### src/rtl/display_row_streamer.sv
// Captures evaluated display frames into a two-slot ping-pong buffer and
// streams each frame to the display driver one row per valid/ready handshake.
module display_row_streamer #(
    parameter int WIDTH  = 16,
    parameter int HEIGHT = 8,
    parameter int CNT_W  = 16,
    localparam int IDX_W   = (HEIGHT > 1) ? $clog2(HEIGHT) : 1,
    localparam int FRAME_W = WIDTH * HEIGHT
) (
    input  logic               clk,
    input  logic               rst,
    input  logic [FRAME_W-1:0] pix_in,
    input  logic               pix_valid,
    output logic               pix_ready,
    output logic [WIDTH-1:0]   row_data,
    output logic [IDX_W-1:0]   row_idx,
    output logic               row_first,
    output logic               row_last,
    output logic               row_valid,
    input  logic               row_ready,
    output logic [CNT_W-1:0]   frame_cnt,
    output logic               busy
);

    typedef enum logic {IDLE, STREAM} state_t;

    state_t             state;
    logic [FRAME_W-1:0] frame_buf [2];
    logic [1:0]         occ;
    logic               wptr;
    logic               rptr;

    logic               acc;
    logic               xfer;
    logic               done;
    logic [1:0]         occ_nx;
    logic               nf_idx;
    logic [FRAME_W-1:0] next_frame;

    function automatic logic [WIDTH-1:0] row_of(input logic [FRAME_W-1:0] f, input int r);
        return f[r*WIDTH +: WIDTH];
    endfunction

    always_comb begin
        acc    = pix_valid && pix_ready;
        xfer   = row_valid && row_ready;
        done   = xfer && (row_idx == IDX_W'(HEIGHT - 1));
        occ_nx = occ + {1'b0, acc} - {1'b0, done};
        nf_idx = rptr ^ done;
        // A frame being written on this same edge is not in the buffer yet,
        // so the first row of the next frame is taken straight from pix_in.
        if (acc && (wptr == nf_idx))
            next_frame = pix_in;
        else
            next_frame = frame_buf[nf_idx];
    end

    always_ff @(posedge clk) begin
        if (acc)
            frame_buf[wptr] <= pix_in;
    end

    always_ff @(posedge clk) begin
        if (rst) begin
            state     <= IDLE;
            occ       <= 2'd0;
            wptr      <= 1'b0;
            rptr      <= 1'b0;
            pix_ready <= 1'b1;
            busy      <= 1'b0;
            row_valid <= 1'b0;
            row_data  <= '0;
            row_idx   <= '0;
            row_first <= 1'b0;
            row_last  <= 1'b0;
            frame_cnt <= '0;
        end else begin
            if (acc)
                wptr <= ~wptr;
            occ       <= occ_nx;
            pix_ready <= (occ_nx != 2'd2);
            busy      <= (occ_nx != 2'd0);

            case (state)
                IDLE: begin
                    if (occ != 2'd0 || acc) begin
                        state     <= STREAM;
                        row_valid <= 1'b1;
                        row_idx   <= '0;
                        row_data  <= row_of(next_frame, 0);
                        row_first <= 1'b1;
                        row_last  <= (HEIGHT == 1);
                    end
                end
                STREAM: begin
                    if (done) begin
                        rptr      <= ~rptr;
                        frame_cnt <= frame_cnt + CNT_W'(1);
                        row_idx   <= '0;
                        if (occ_nx != 2'd0) begin
                            row_data  <= row_of(next_frame, 0);
                            row_first <= 1'b1;
                            row_last  <= (HEIGHT == 1);
                        end else begin
                            state     <= IDLE;
                            row_valid <= 1'b0;
                            row_first <= 1'b0;
                            row_last  <= 1'b0;
                        end
                    end else if (xfer) begin
                        row_idx   <= row_idx + IDX_W'(1);
                        row_data  <= row_of(frame_buf[rptr], int'(row_idx) + 1);
                        row_first <= 1'b0;
                        row_last  <= (int'(row_idx) + 1 == HEIGHT - 1);
                    end
                end
                default: state <= IDLE;
            endcase
        end
    end

endmodule
### config.mk
export PLATFORM = sky130hd
export DESIGN_NAME = display_row_streamer
export DESIGN_NICKNAME = d
export VERILOG_FILES = /design/src/rtl/display_row_streamer.sv
export SDC_FILE = /design/constraint.sdc
export NUM_CORES = 1
export LEC_CHECK = 0
export BUFFER_PORTS_ARGS = -buffer_cell sky130_fd_sc_hd__buf_2
export CAP_MARGIN = 20
export CORE_MARGIN = 4
export CORE_UTILIZATION = 46
export CTS_BUF_LIST = sky130_fd_sc_hd__clkbuf_2 sky130_fd_sc_hd__clkbuf_4 sky130_fd_sc_hd__clkbuf_8
export CTS_CLUSTER_SIZE = 40
export DETAILED_ROUTE_END_ITERATION = 8
export MAX_ROUTING_LAYER = met4
export PLACE_DENSITY = 0.72
export SLEW_MARGIN = 5
export SYNTH_ARGS = -nofsm -noshare
export SYNTH_HDL_FRONTEND = slang
export SYNTH_SLANG_ARGS = --single-unit
### constraint.sdc
create_clock -name clk -period 13.4 [get_ports clk]
set_input_delay 0 -clock clk [delete_from_list [all_inputs] [get_ports clk]]
set_output_delay 0 -clock clk [all_outputs]
set_load 0.01 [all_outputs]
# Yosys cells after proc, flatten, opt, wreduce, memory -nomap -nowiden
# Memories as Yosys holds them, arrays and structs flattened. A register that Yosys moved wholly into a read port is not among the register bits.
# Cells that the tools add are included.
# word_totals
ram_bits,256
output_inout_bits,40
register_bits,45
wordCells,72
memories,1
# mem_list
memory,words,width,read_ports,rd_clocked_by_memory_dff,write_ports,line_no,rtl
frame_buf,2,128,2,1,1,28,logic [FRAME_W-1:0] frame_buf [2];
# classes
n_eq_ne,9
reduce_logical,11
addsub,5
n_mux,29
shifts,1
bitwise,4
# ops
operator,n
$shiftx 128x32->16,1
$mux 16,5
$pmux 16 s2,1
$add 16x1->16 const B,1
$mux 1,15
$mux 3,3
$pmux 1 s2,4
$ne 2x2->1 const B,3
$pmux 3 s2,1
$reduce_and 3->1,2
$add 3x1->4 const B,1
$eq 4x3->1 const B,1
$logic_and 1x1->1,4
$reduce_and 2->1,2
$reduce_bool 2->1,2
$add 3x1->3 const B,1
$eq 3x3->1 const B,1
$ne 3x1->1 const B,1
$ne 3x2->1 const B,1
$not 1->1,3
$add 2x1->2,1
$ne 2x1->1 const B,1
$sub 2x1->2,1
$eq 1x1->1,1
2 further kinds,2

# Longest topological paths before layout
# depth
ltp_word,9
depth_mapped,14
mapped_depth_nobuf,12

# Least setup slack after synthesis
# Ideal clock, no wire load.
# synth_timing
path_kind,register -> register
startpoint,register pix_ready
endpoint,register row_data[0]
setup_time_ns,0.091
path_buffers,0
setup_slack_ns,6.545
stages_incl_launch_ff,7
arrival_time_ns,6.764
required_time_ns,13.309
path_cell_list,dfxtp_1 > nand2_1 > nor2_1 > nor2_1 > a21oi_1 > o211ai_1 > a311oi_1
# synth_via
elab_chain_len,6
elab_cells_between_ends,14
classes_between,add/sub: 2; eq/ne: 2; mux: 5; reduce/logical: 5
# synth_rtl
element,line_no,rtl
start: declaration,14,"output logic pix_ready,"
start signal: assignment,81,pix_ready <= (occ_nx != 2'd2);
$logic_and 1x1->1 (*),45,acc = pix_valid && pix_ready;
$add 2x1->2 / $logic_and 1x1->1 (equally long branches),"48, 52",
$sub 2x1->2 / $mux 16 (equally long branches),"48, 52",
$reduce_bool 2->1 / $mux 16 (equally long branches),100,if (occ_nx != 2'd0) begin
$ne 3x2->1 (no source line) / $mux 16 (equally long branches),n/a,
$reduce_and 3->1 (no source line) / $pmux 16 s2 (equally long branches),n/a,
end signal: assignment,90,"row_data <= row_of(next_frame, 0);"
end signal: assignment,101,"row_data <= row_of(next_frame, 0);"
end signal: assignment,112,"row_data <= row_of(frame_buf[rptr], int'(row_idx) + 1);"
end: declaration,15,"output logic [WIDTH-1:0] row_data,"
# Every way passes the cells marked *; elsewhere a longest branch is shown, timed or not. The select of a mux whose other input is x is not followed.
# A chain may end at the register's enable or synchronous reset.

# Worst setup path after layout
# layout_timing
startpoint,register row_idx[2]
endpoint,register row_data[3]
# layout_via
elab_chain_len,9
elab_cells_between_ends,19
classes_between,add/sub: 2; eq/ne: 4; shift: 1; mux: 6; bitwise: 1; reduce/logical: 4; memory: 1
# layout_rtl
element,line_no,rtl
start: declaration,16,"output logic [IDX_W-1:0] row_idx,"
start signal: assignment,111,row_idx <= row_idx + IDX_W'(1);
"parallel branches: the longest is 9 deep, another holds $add 3x1->4",n/a,
# Several ways; the timed one is not identified. The select of a mux whose other input is x is not followed.

==> run_summary.xml <==
<?xml version="1.0" encoding="UTF-8"?>
<metrics>
  <group name="sta">
    <metric name="hold_slack" unit="ns">0.0388</metric>
    <metric name="fin_skew" unit="ns">0.0197</metric>
    <metric name="slew_violations" unit="">0</metric>
    <metric name="grt_setup_unrepaired" unit="">false</metric>
    <metric name="setup_viol" unit="">0</metric>
    <metric name="max_clock_freq" unit="MHz">267</metric>
    <metric name="timing_worst_slew_pin_value" unit="ns">1.09</metric>
    <metric name="timing.setup.tns" unit="ns">0</metric>
    <metric name="finalCriticalPeriod" unit="ns">3.74</metric>
    <metric name="timing_hold_violations_final" unit="">0</metric>
    <metric name="worst_slew_margin_rel" unit="">0.273</metric>
    <metric name="crit_share_post_route" unit="">0.279</metric>
  </group>
  <group name="synthesis">
    <metric name="share_of_synthesized_area_occupied_by_flip_flops_and_latches" unit="">0.729</metric>
    <metric name="synth-seq-cells" unit="">302</metric>
    <metric name="synth_top_cell_by_area" unit="">edfxtp_1</metric>
    <metric name="fraction_of_post_synthesis_cell_area_in_the_top_cell_type_by_area" unit="">0.651</metric>
    <metric name="yosys_warnings" unit="">0</metric>
    <metric name="synthFlopType" unit="">edfxtp_1</metric>
    <metric name="count_of_distinct_cell_types_in_the_synthesized_netlist" unit="">46</metric>
    <metric name="synthesis.instances" unit="">721</metric>
    <metric name="syn-mean-instance-area" unit="um^2">16.4</metric>
    <metric name="synth_enable_flop_cells" unit="">256</metric>
    <metric name="synthArstFlopShare" unit="">0</metric>
    <metric name="post_synth_instance_area" unit="um^2">11800</metric>
    <metric name="synth_top_cells_by_area" unit="">edfxtp_1 (65%), dfxtp_1 (7.8%), mux4_2 (5.0%)</metric>
    <metric name="synth_fp_nets" unit="">858</metric>
  </group>
  <group name="status">
    <metric name="run_status" unit="">completed</metric>
  </group>
  <group name="route">
    <metric name="route.met2.wl" unit="um">13900</metric>
    <metric name="vias_per_instance" unit="">5.37</metric>
    <metric name="avgRoutedWirePerCell" unit="um">20.2</metric>
    <metric name="wirelength_met1" unit="um">12100</metric>
    <metric name="routed.top_layer" unit="">met4</metric>
    <metric name="route.vias.total" unit="">7595</metric>
    <metric name="drc" unit="">0</metric>
    <metric name="detail_route.wirelength" unit="um">28600</metric>
    <metric name="route.met3.wl" unit="um">2020</metric>
    <metric name="number_of_nets_still_failing_antenna_checks_after_routing" unit="">0</metric>
    <metric name="drt_first_pass_iters" unit="">5</metric>
    <metric name="drt_iter0_markers" unit="">555</metric>
  </group>
  <group name="final_layout">
    <metric name="filler_cell_count" unit="">1879</metric>
    <metric name="multi_input_area" unit="um^2">2970</metric>
    <metric name="utilization" unit="">0.604</metric>
    <metric name="layout.area.seq" unit="um^2">8610</metric>
    <metric name="layout-drive-gt1-share" unit="">0.279</metric>
    <metric name="post_layout_nonfiller_instances" unit="">1414</metric>
    <metric name="num-nets-final" unit="">1181</metric>
    <metric name="layout-area-overhead-vs-synth" unit="%">28.9</metric>
  </group>
  <group name="floorplanning">
    <metric name="die_w" unit="um">168</metric>
    <metric name="ios" unit="">172</metric>
    <metric name="coreArea" unit="um^2">25200</metric>
    <metric name="die_area" unit="um^2">28300</metric>
    <metric name="initial_cell_density_of_the_core" unit="">0.469</metric>
    <metric name="fp-row-count" unit="">58</metric>
    <metric name="die_height" unit="um">168</metric>
  </group>
  <group name="hold_path">
    <metric name="hold_path_depth" unit="">6</metric>
    <metric name="min-delay-path-class" unit="">in2reg</metric>
  </group>
  <group name="setup_path">
    <metric name="setup.worst_path.start_class" unit="">flop</metric>
    <metric name="critical_path.max_stage_delay" unit="ns">0.93</metric>
    <metric name="cp_cell_sequence" unit="">ha_1, and3_1, nand2_1, nand2_1, ha_1, xnor2_1, xnor2_1, nor3_1, nor2_1, nor2_2, a32o_1</metric>
    <metric name="timing.critical_path.arrival" unit="ns">4.19</metric>
    <metric name="setup.worst_path.end_class" unit="">flop</metric>
    <metric name="critPathSlowestCell" unit="">dfxtp_1</metric>
    <metric name="worstPathRequired" unit="ns">13.85</metric>
    <metric name="path_max_fanout" unit="">20</metric>
    <metric name="reg2regPathDepth" unit="">11</metric>
    <metric name="setup.worst_path.class" unit="">reg2reg</metric>
  </group>
  <group name="global_routing">
    <metric name="global_route_wire_length_before_repair" unit="um">43700</metric>
    <metric name="antenna_found_initial" unit="">2</metric>
    <metric name="grt_overflow_total" unit="">0</metric>
    <metric name="grt_use_total" unit="">0.204</metric>
    <metric name="largest_net_degree_at_the_start_of_global_routing" unit="">82</metric>
    <metric name="vias_in_the_first_global_route" unit="">7763</metric>
  </group>
  <group name="power">
    <metric name="cellPowerDensity" unit="nW/um^2">138</metric>
    <metric name="vdd_drop_max" unit="mV">0.0907</metric>
    <metric name="finalPower" unit="uW">2090</metric>
    <metric name="power.leakage" unit="uW">0.00542</metric>
  </group>
  <group name="cts">
    <metric name="cts.repair.resized" unit="">0</metric>
    <metric name="cts.sink_count" unit="">302</metric>
    <metric name="clk_root_buffer_cell" unit="">clkbuf_8</metric>
    <metric name="clock_tree.buffer_depth" unit="">3</metric>
    <metric name="cts_tree" unit="">yes</metric>
    <metric name="clock_insertion_delay_worst_skew" unit="ns">0.56</metric>
    <metric name="clk_pin_slew_worst_paths" unit="ns">0.06</metric>
    <metric name="post_cts_buffers" unit="">0</metric>
    <metric name="cts_hold_buffers" unit="">130</metric>
    <metric name="cts-buffers-inserted" unit="">46</metric>
    <metric name="htree_levels" unit="">2</metric>
  </group>
  <group name="place">
    <metric name="port_buffers" unit="">171</metric>
    <metric name="gp_routability_congestion" unit="">0.812</metric>
    <metric name="dp.cells" unit="">1195</metric>
    <metric name="place_hpwl" unit="um">17500</metric>
  </group>
  <group name="job">
    <metric name="max_cap_viol_count" unit="">0</metric>
  </group>
</metrics>
metal layers:
metal | GRT usage | vias to the layer above
met1 | 0.271 | 3735
met3 | 0.0406 | 51
met2 | 0.324 | 303
met5 | - | -
li1 | - | 3506
met4 | 0.0572 | 0
registers in the layout (all words and copies together), names as in the netlist, 2 cells and up, named ones only:
register and cells:
row_data 16, frame_cnt 16, occ 2, frame_buf 256, row_idx 3
cells by family after synthesis:
family	after synthesis	synth area share
flops	302	0.729
buf+inv	40	0.0206
fa+ha+maj	5	0.00530
simple gates	171	0.0686
xor+xnor	20	0.0148
mux	75	0.0947
compound gates	108	0.0666
final cells by class:
type	instances	share of cell area
repair buffers	312	0.149
diodes	2	0.000329
multi-input cells	379	0.195
clock inverters	15	0.00551
well taps	330	0.0271
clock buffers	71	0.0560
inverters	3	0.000740
flip-flops and latches	302	0.566
worst paths after layout:
kind / start / to / slack [ns]
max reg2reg: row_idx[2] / row_data[3] / 9.66
min: row_ready / row_idx[2] / 0.04
max: row_idx[2] / row_data[3] / 9.66
min reg2reg: row_first / row_first / 0.49
critical path: cells and delay by family, from the launching register on:
family,cells,cell delay (ns)
DFF,1,0.93
adders and majority gates,2,0.47
xor gates and xnor gates,2,0.35
and+or+nand+nor,6,1.58
AOI/OAI and AO/OA,1,0.29
per-stage QoR:
| step | area, um^2 | worst slack, ns |
|---|---|---|
| floorplan | 11800 | 6.54 |
| global placement | 12900 | 9.72 |
| detailed placement | 12900 | 9.71 |
| CTS | 15200 | 9.69 |
| global route | 15200 | 9.36 |
| finish | 15200 | 9.66 |
synth_stat cells (all sizes together) (10+ instances only):
cell     count
a2111oi     11
a211oi      20
a21oi       17
a32o        10
buf         21
clkbuf      16
dfxtp       46
edfxtp     256
mux2i       40
mux4        28
nand2       30
nor2        72
nor2b       23
nor3        12
o21ai       15
o22ai       10
or4         10
xor2        12
report_power, final:
group          switching [uW]  leakage, uW  internal [uW]
logic                     117      0.00213           92.7
clock network             346     0.000508            410
registers                25.6      0.00278           1100
total                     489      0.00542           1600
layout by cell type (no fill, tap or decap), types with 5 or more instances in the layout:
master / Yosys / final
a21oi_1: 17 / 17
a311o_1: 5 / 5
clkinv_1: 1 / 7
nor3_1: 12 / 12
xor2_1: 12 / 12
dlygate4sd3_1: 0 / 130
a211oi_1: 20 / 20
nor2b_1: 23 / 23
o21ai_0: 14 / 14
nand3_1: 8 / 8
nor2_1: 71 / 70
or4_1: 10 / 10
a32o_1: 10 / 10
a221oi_1: 5 / 5
buf_4: 5 / 8
dfxtp_1: 46 / 44
xnor2_1: 8 / 7
clkbuf_4: 0 / 20
clkinv_2: 0 / 6
a311oi_1: 6 / 6
edfxtp_1: 256 / 256
mux2i_1: 40 / 40
buf_2: 7 / 172
a2111oi_0: 10 / 10
nand2_1: 30 / 30
clkbuf_8: 0 / 51
o22ai_1: 10 / 10
ha_1: 5 / 5
mux2_2: 7 / 7
o211ai_1: 6 / 6
mux4_2: 26 / 26
Note: power is estimated with default switching activity, not from simulation.
